## src/rtl/uart_tx_fifo.sv

```systemverilog
// rtl/uart_tx_fifo.sv - FIFO-buffered UART transmitter, 8 data bits, 1 stop bit
// Optional even parity bit when UART_TX_PARITY_EN is defined.
module uart_tx_fifo #(
    parameter int CLK_FREQ   = 50000000,
    parameter int BAUD       = 9600,
    parameter int FIFO_DEPTH = 8
) (
    input  logic                          clk,
    input  logic                          rst_n,
    input  logic [7:0]                    tx_data,
    input  logic                          tx_wr,
    output logic                          tx_full,
    output logic                          tx_busy,
    output logic [$clog2(FIFO_DEPTH):0]   fifo_cnt,
    output logic                          rs232_tx
);
    localparam int BAUD_DIV = CLK_FREQ / BAUD;
    localparam int BW       = (BAUD_DIV > 1) ? $clog2(BAUD_DIV) : 1;
    localparam int AW       = (FIFO_DEPTH > 1) ? $clog2(FIFO_DEPTH) : 1;
    localparam int CW       = AW + 1;

    typedef enum logic [2:0] {
        IDLE,
        START,
        DATA,
`ifdef UART_TX_PARITY_EN
        PARITY,
`endif
        STOP
    } state_t;

    logic [7:0]    r_mem [FIFO_DEPTH];
    logic [AW-1:0] r_wptr;
    logic [AW-1:0] r_rptr;
    logic [CW-1:0] r_cnt;
    logic          r_full;
    logic          r_busy;
    state_t        r_state;
    logic [BW-1:0] r_baud;
    logic [2:0]    r_bit;
    logic [7:0]    r_shift;
    logic          r_tx;
`ifdef UART_TX_PARITY_EN
    logic          r_par;
`endif

    logic          w_push;
    logic          w_pop;
    logic          w_bit_end;
    logic          w_line;
    logic [7:0]    w_head;
    logic [CW-1:0] w_cnt_next;

    // A full FIFO refuses writes even when a pop frees a slot in the same cycle.
    assign w_push     = tx_wr && !r_full;
    assign w_bit_end  = (r_baud == BW'(BAUD_DIV - 1));
    assign w_pop      = (r_cnt != '0) &&
                        ((r_state == IDLE) || ((r_state == STOP) && w_bit_end));
    assign w_head     = r_mem[r_rptr];
    assign w_cnt_next = r_cnt + CW'(w_push) - CW'(w_pop);

    always_ff @(posedge clk) begin
        if (w_push) begin
            r_mem[r_wptr] <= tx_data;
        end
    end

    always_ff @(posedge clk or negedge rst_n) begin
        if (!rst_n) begin
            r_wptr <= '0;
            r_rptr <= '0;
            r_cnt  <= '0;
            r_full <= 1'b0;
            r_busy <= 1'b0;
        end else begin
            if (w_push) r_wptr <= r_wptr + AW'(1);
            if (w_pop)  r_rptr <= r_rptr + AW'(1);
            r_cnt  <= w_cnt_next;
            r_full <= (w_cnt_next == CW'(FIFO_DEPTH));
            r_busy <= w_push || (r_cnt != '0) || (r_state != IDLE);
        end
    end

    // Line level for the current state; registered into r_tx one cycle later.
    always_comb begin
        w_line = 1'b1;
        case (r_state)
            START:   w_line = 1'b0;
            DATA:    w_line = r_shift[0];
`ifdef UART_TX_PARITY_EN
            PARITY:  w_line = r_par;
`endif
            default: w_line = 1'b1;
        endcase
    end

    always_ff @(posedge clk or negedge rst_n) begin
        if (!rst_n) begin
            r_state <= IDLE;
            r_baud  <= '0;
            r_bit   <= '0;
            r_shift <= '0;
            r_tx    <= 1'b1;
`ifdef UART_TX_PARITY_EN
            r_par   <= 1'b0;
`endif
        end else begin
            r_tx   <= w_line;
            r_baud <= ((r_state == IDLE) || w_bit_end) ? '0 : r_baud + BW'(1);
            if (w_pop) begin
                r_shift <= w_head;
`ifdef UART_TX_PARITY_EN
                r_par   <= ^w_head;
`endif
            end
            case (r_state)
                IDLE: if (w_pop) r_state <= START;
                START: if (w_bit_end) r_state <= DATA;
                DATA: if (w_bit_end) begin
                    r_shift <= {1'b0, r_shift[7:1]};
                    if (r_bit == 3'd7) begin
                        r_bit <= '0;
`ifdef UART_TX_PARITY_EN
                        r_state <= PARITY;
`else
                        r_state <= STOP;
`endif
                    end else begin
                        r_bit <= r_bit + 3'd1;
                    end
                end
`ifdef UART_TX_PARITY_EN
                PARITY: if (w_bit_end) r_state <= STOP;
`endif
                STOP: if (w_bit_end) r_state <= w_pop ? START : IDLE;
                default: r_state <= IDLE;
            endcase
        end
    end

    assign tx_full  = r_full;
    assign tx_busy  = r_busy;
    assign fifo_cnt = r_cnt;
    assign rs232_tx = r_tx;
endmodule
```

## config.mk

```make
export PLATFORM = sky130hd
export DESIGN_NAME = uart_tx_fifo
export DESIGN_NICKNAME = d
export VERILOG_FILES = /design/src/rtl/uart_tx_fifo.sv
export SDC_FILE = /design/constraint.sdc
export NUM_CORES = 1
export LEC_CHECK = 0
export ABC_AREA = 0
export CELL_PAD_IN_SITES_DETAIL_PLACEMENT = 1
export CELL_PAD_IN_SITES_GLOBAL_PLACEMENT = 1
export CORE_ASPECT_RATIO = 0.7
export CORE_MARGIN = 3
export CORE_UTILIZATION = 57
export CTS_BUF_LIST = sky130_fd_sc_hd__clkbuf_8
export DETAILED_ROUTE_END_ITERATION = 12
export PLACE_DENSITY_LB_ADDON = 0.15
export SYNTH_ARGS = -nofsm -noshare
export SYNTH_HDL_FRONTEND = slang
export SYNTH_SLANG_ARGS = --single-unit
```

## constraint.sdc

```tcl
create_clock -name clk -period 8.05 [get_ports clk]
set_input_delay 1.61 -clock clk [delete_from_list [all_inputs] [get_ports clk]]
set_output_delay 1.61 -clock clk [all_outputs]
set_load 0.02 [all_outputs]
```

==> impl_metrics.env <==
export IMPL_critPathMaxFanout=8
export IMPL_post_route_period_util_pct=45.0
export IMPL_synthCells=299
export IMPL_wl_per_cell_um=22.9
export IMPL_fin_util_pct=65.1
export IMPL_cap_violations=0
export IMPL_critPathArrivalTime_ns=3.60
export IMPL_ys_warn_count=0
export IMPL_final_max_slew_violation_count=0
export IMPL_hold_path_startpoint="r_shift[6]"
export IMPL_portBuffers=17
export IMPL_r2r_end="tx_full"
export IMPL_rsz0062_at_grt="no"
export IMPL_yosysSeqAreaShare_pct=63.7
export IMPL_clock_skew_ns=0.0121
export IMPL_startpoint="tx_wr"
export IMPL_drive_gt1_share_pct=10.3
export IMPL_hold_slack_ns=0.501
export IMPL_drt_first_iter_violations=240
export IMPL_syn_nets=324
export IMPL_critical_path_class="in -> reg"
export IMPL_setup_viol=0
export IMPL_avgViaCountPerCell=6.10
export IMPL_fmax_mhz=276
export IMPL_die_h_um=80.8
export IMPL_synth_cell_types=48
export IMPL_r2r_cells=9
export IMPL_vdd_drop_max_uv=204
export IMPL_power_per_cell_area_nw_per_um2=233
export IMPL_post_route_drc_count=0
export IMPL_avgSynthCellArea_um2=15.2
export IMPL_setup_tns_ns=0
export IMPL_cts_setup_buffers=0
export IMPL_layout_nets=339
export IMPL_fin_ws_ns=4.43
export IMPL_yosys_area_top_type="edfxtp_1"
export IMPL_fin_cells=417
export IMPL_grt_overflow=0
export IMPL_cts_root_buffer="clkbuf_8"
export IMPL_ys_seq_elements=103
export IMPL_hold_violations=0
export IMPL_end_kind="flip-flop"
export IMPL_cts_hold_buf=0
export IMPL_clk_latency_ns=0.37
export IMPL_grt_pass1_vias=2771
export IMPL_max_slew_margin_pct=11.9
export IMPL_grt_usage_pct=23.6
export IMPL_first_pass_iters=4
export IMPL_ant_nets=0
export IMPL_dp_slack_ns=4.00
export IMPL_hold_path_end="r_shift[5]"
export IMPL_cts_resized=0
export IMPL_r2r_slack_ns=5.00
export IMPL_core_um2=7510
export IMPL_clk_pin_slew_ns=0.09
export IMPL_hold_path_class="reg -> reg"
export IMPL_numCtsBuffers=9
export IMPL_status="completed"
export IMPL_clk_path_buf_depth=2
export IMPL_leakage_nw=1.81
export IMPL_grt_max_degree=40
export IMPL_synthTopCellsByArea="edfxtp_1 (42%), dfrtp_1 (21%), mux4_1 (5.2%)"
export IMPL_rows=26
export IMPL_reg2reg_from="r_baud[8]"
export IMPL_dp_hpwl_mm=6.79
export IMPL_ys_async_sr_fraction_pct=37.9
export IMPL_wirelength_mm=9.56
export IMPL_period_needed_ns=3.62
export IMPL_diodes=0
export IMPL_synth_top_area_share_pct=42.2
export IMPL_min_path_cells=2
export IMPL_areaGrowthSynthToFinish_pct=7.45
export IMPL_required_ns=8.03
export IMPL_gp_congestion=0.790
export IMPL_synth_flop_cell="edfxtp_1"
export IMPL_synth_edf_count=64
export IMPL_antenna_found_initial=0
export IMPL_grt_pass1_wl_mm=15.6
export IMPL_synth_cell_area_um2=4550
export IMPL_startpoint_type="input port"
export IMPL_tightest_slew_ns=1.31
export IMPL_die_area_um2=9110
export IMPL_cts_tree="yes"
export IMPL_cts_sinks=103
export IMPL_num_vias=2543
export IMPL_placed_cells=401
export IMPL_initial_core_util_pct=60.6
export IMPL_io_pin_count=18
export IMPL_htree_levels=3
export IMPL_die_x_um=113
[cells by family after synthesis]
kind of cell / after synthesis / synth area share, %
XOR/XNOR: 15 / 2.89
AO/OA/AOI/OAI: 27 / 4.34
AND/OR/NAND/NOR: 86 / 9.76
flip-flops: 103 / 63.7
buffers and inverters: 24 / 3.24
adder cells (fa/ha/maj): 14 / 4.01
multiplexers: 30 / 12.0
[layout make-up]
type	count	area [um2]
timing repair buffer	17	165
clock inverter	7	33.8
clock buffer	9	124
fill	677	2630
multi-input combinational	172	1500
sequential	103	2900
inverter	11	41.3
tap	98	123
[state kept, by name, indices dropped and copies added, names as in the netlist]
register	cells
fifo_cnt	4
r_baud	13
r_bit	3
r_mem	64
r_rptr	3
r_shift	8
r_state	2
r_wptr	3
rs232_tx	1
tx_busy	1
tx_full	1
[Yosys cell counts, types with 4 or more instances]
library cell	count
edfxtp_1	64
dfrtp_1	38
nand2_1	24
nor2_1	20
ha_1	13
nor3_1	13
inv_1	11
xnor2_1	11
a21oi_1	10
mux2_2	10
mux4_1	9
mux4_2	7
o31ai_1	7
nand2b_1	6
nand3_1	5
buf_6	4
xor2_1	4
[per-layer routing]
| layer | GRT usage (%) | routed length (um) | part of all wire, % | up-vias |
|---|---|---|---|---|
| li1 | - | - | - | 1147 |
| met1 | 32.8 | 4590 | 48 | 1338 |
| met2 | 36.6 | 4480 | 47 | 47 |
| met3 | 6.33 | 368 | 3.9 | 11 |
| met4 | 7.92 | 119 | 1.2 | 0 |
| met5 | 0 | 0 | 0 | - |
[report_power, final]
group	switching (mW)	internal, mW
combinational	0.120	0.0832
clock	0.167	0.107
sequential	0.0339	0.629
total	0.321	0.819
[worst max-delay path, cell delays in order]
cell,delay (ns)
clkdlybuf4s50_1,0.47
nor2b_1,0.32
nand2_1,0.19
nor3_1,1.02
[per-stage QoR]
step	power (mW)	instance area, um2
2_1_floorplan	0.789	4550
3_3_place_gp	0.861	4730
3_5_place_dp	0.876	4730
4_1_cts	1.15	4890
5_1_grt	1.20	4890
6_report	1.14	4890
[cells in the final DEF, fill, tap and decap left out, drive strengths merged, types with 7 or more instances in the layout]
master	synthesis	routed
clkdlybuf4s50	0	16
ha	13	13
xnor2	11	11
dfrtp	38	38
mux4	16	16
nand2	24	24
a21oi	10	10
nor3	13	13
edfxtp	64	64
nor2	21	21
clkbuf	2	9
mux2	11	11
inv	11	14
o31ai	7	7
[worst max path at each step]
stage / endpoint / depth (start not counted)
finish: r_mem[1][3] / 4
global route: r_mem[1][6] / 4
CTS: r_mem[1][3] / 4
detailed placement: r_mem[1][4] / 4
global placement: r_mem[1][0] / 4
floorplan: tx_full / 8
Note: power is estimated with default switching activity, not from simulation.
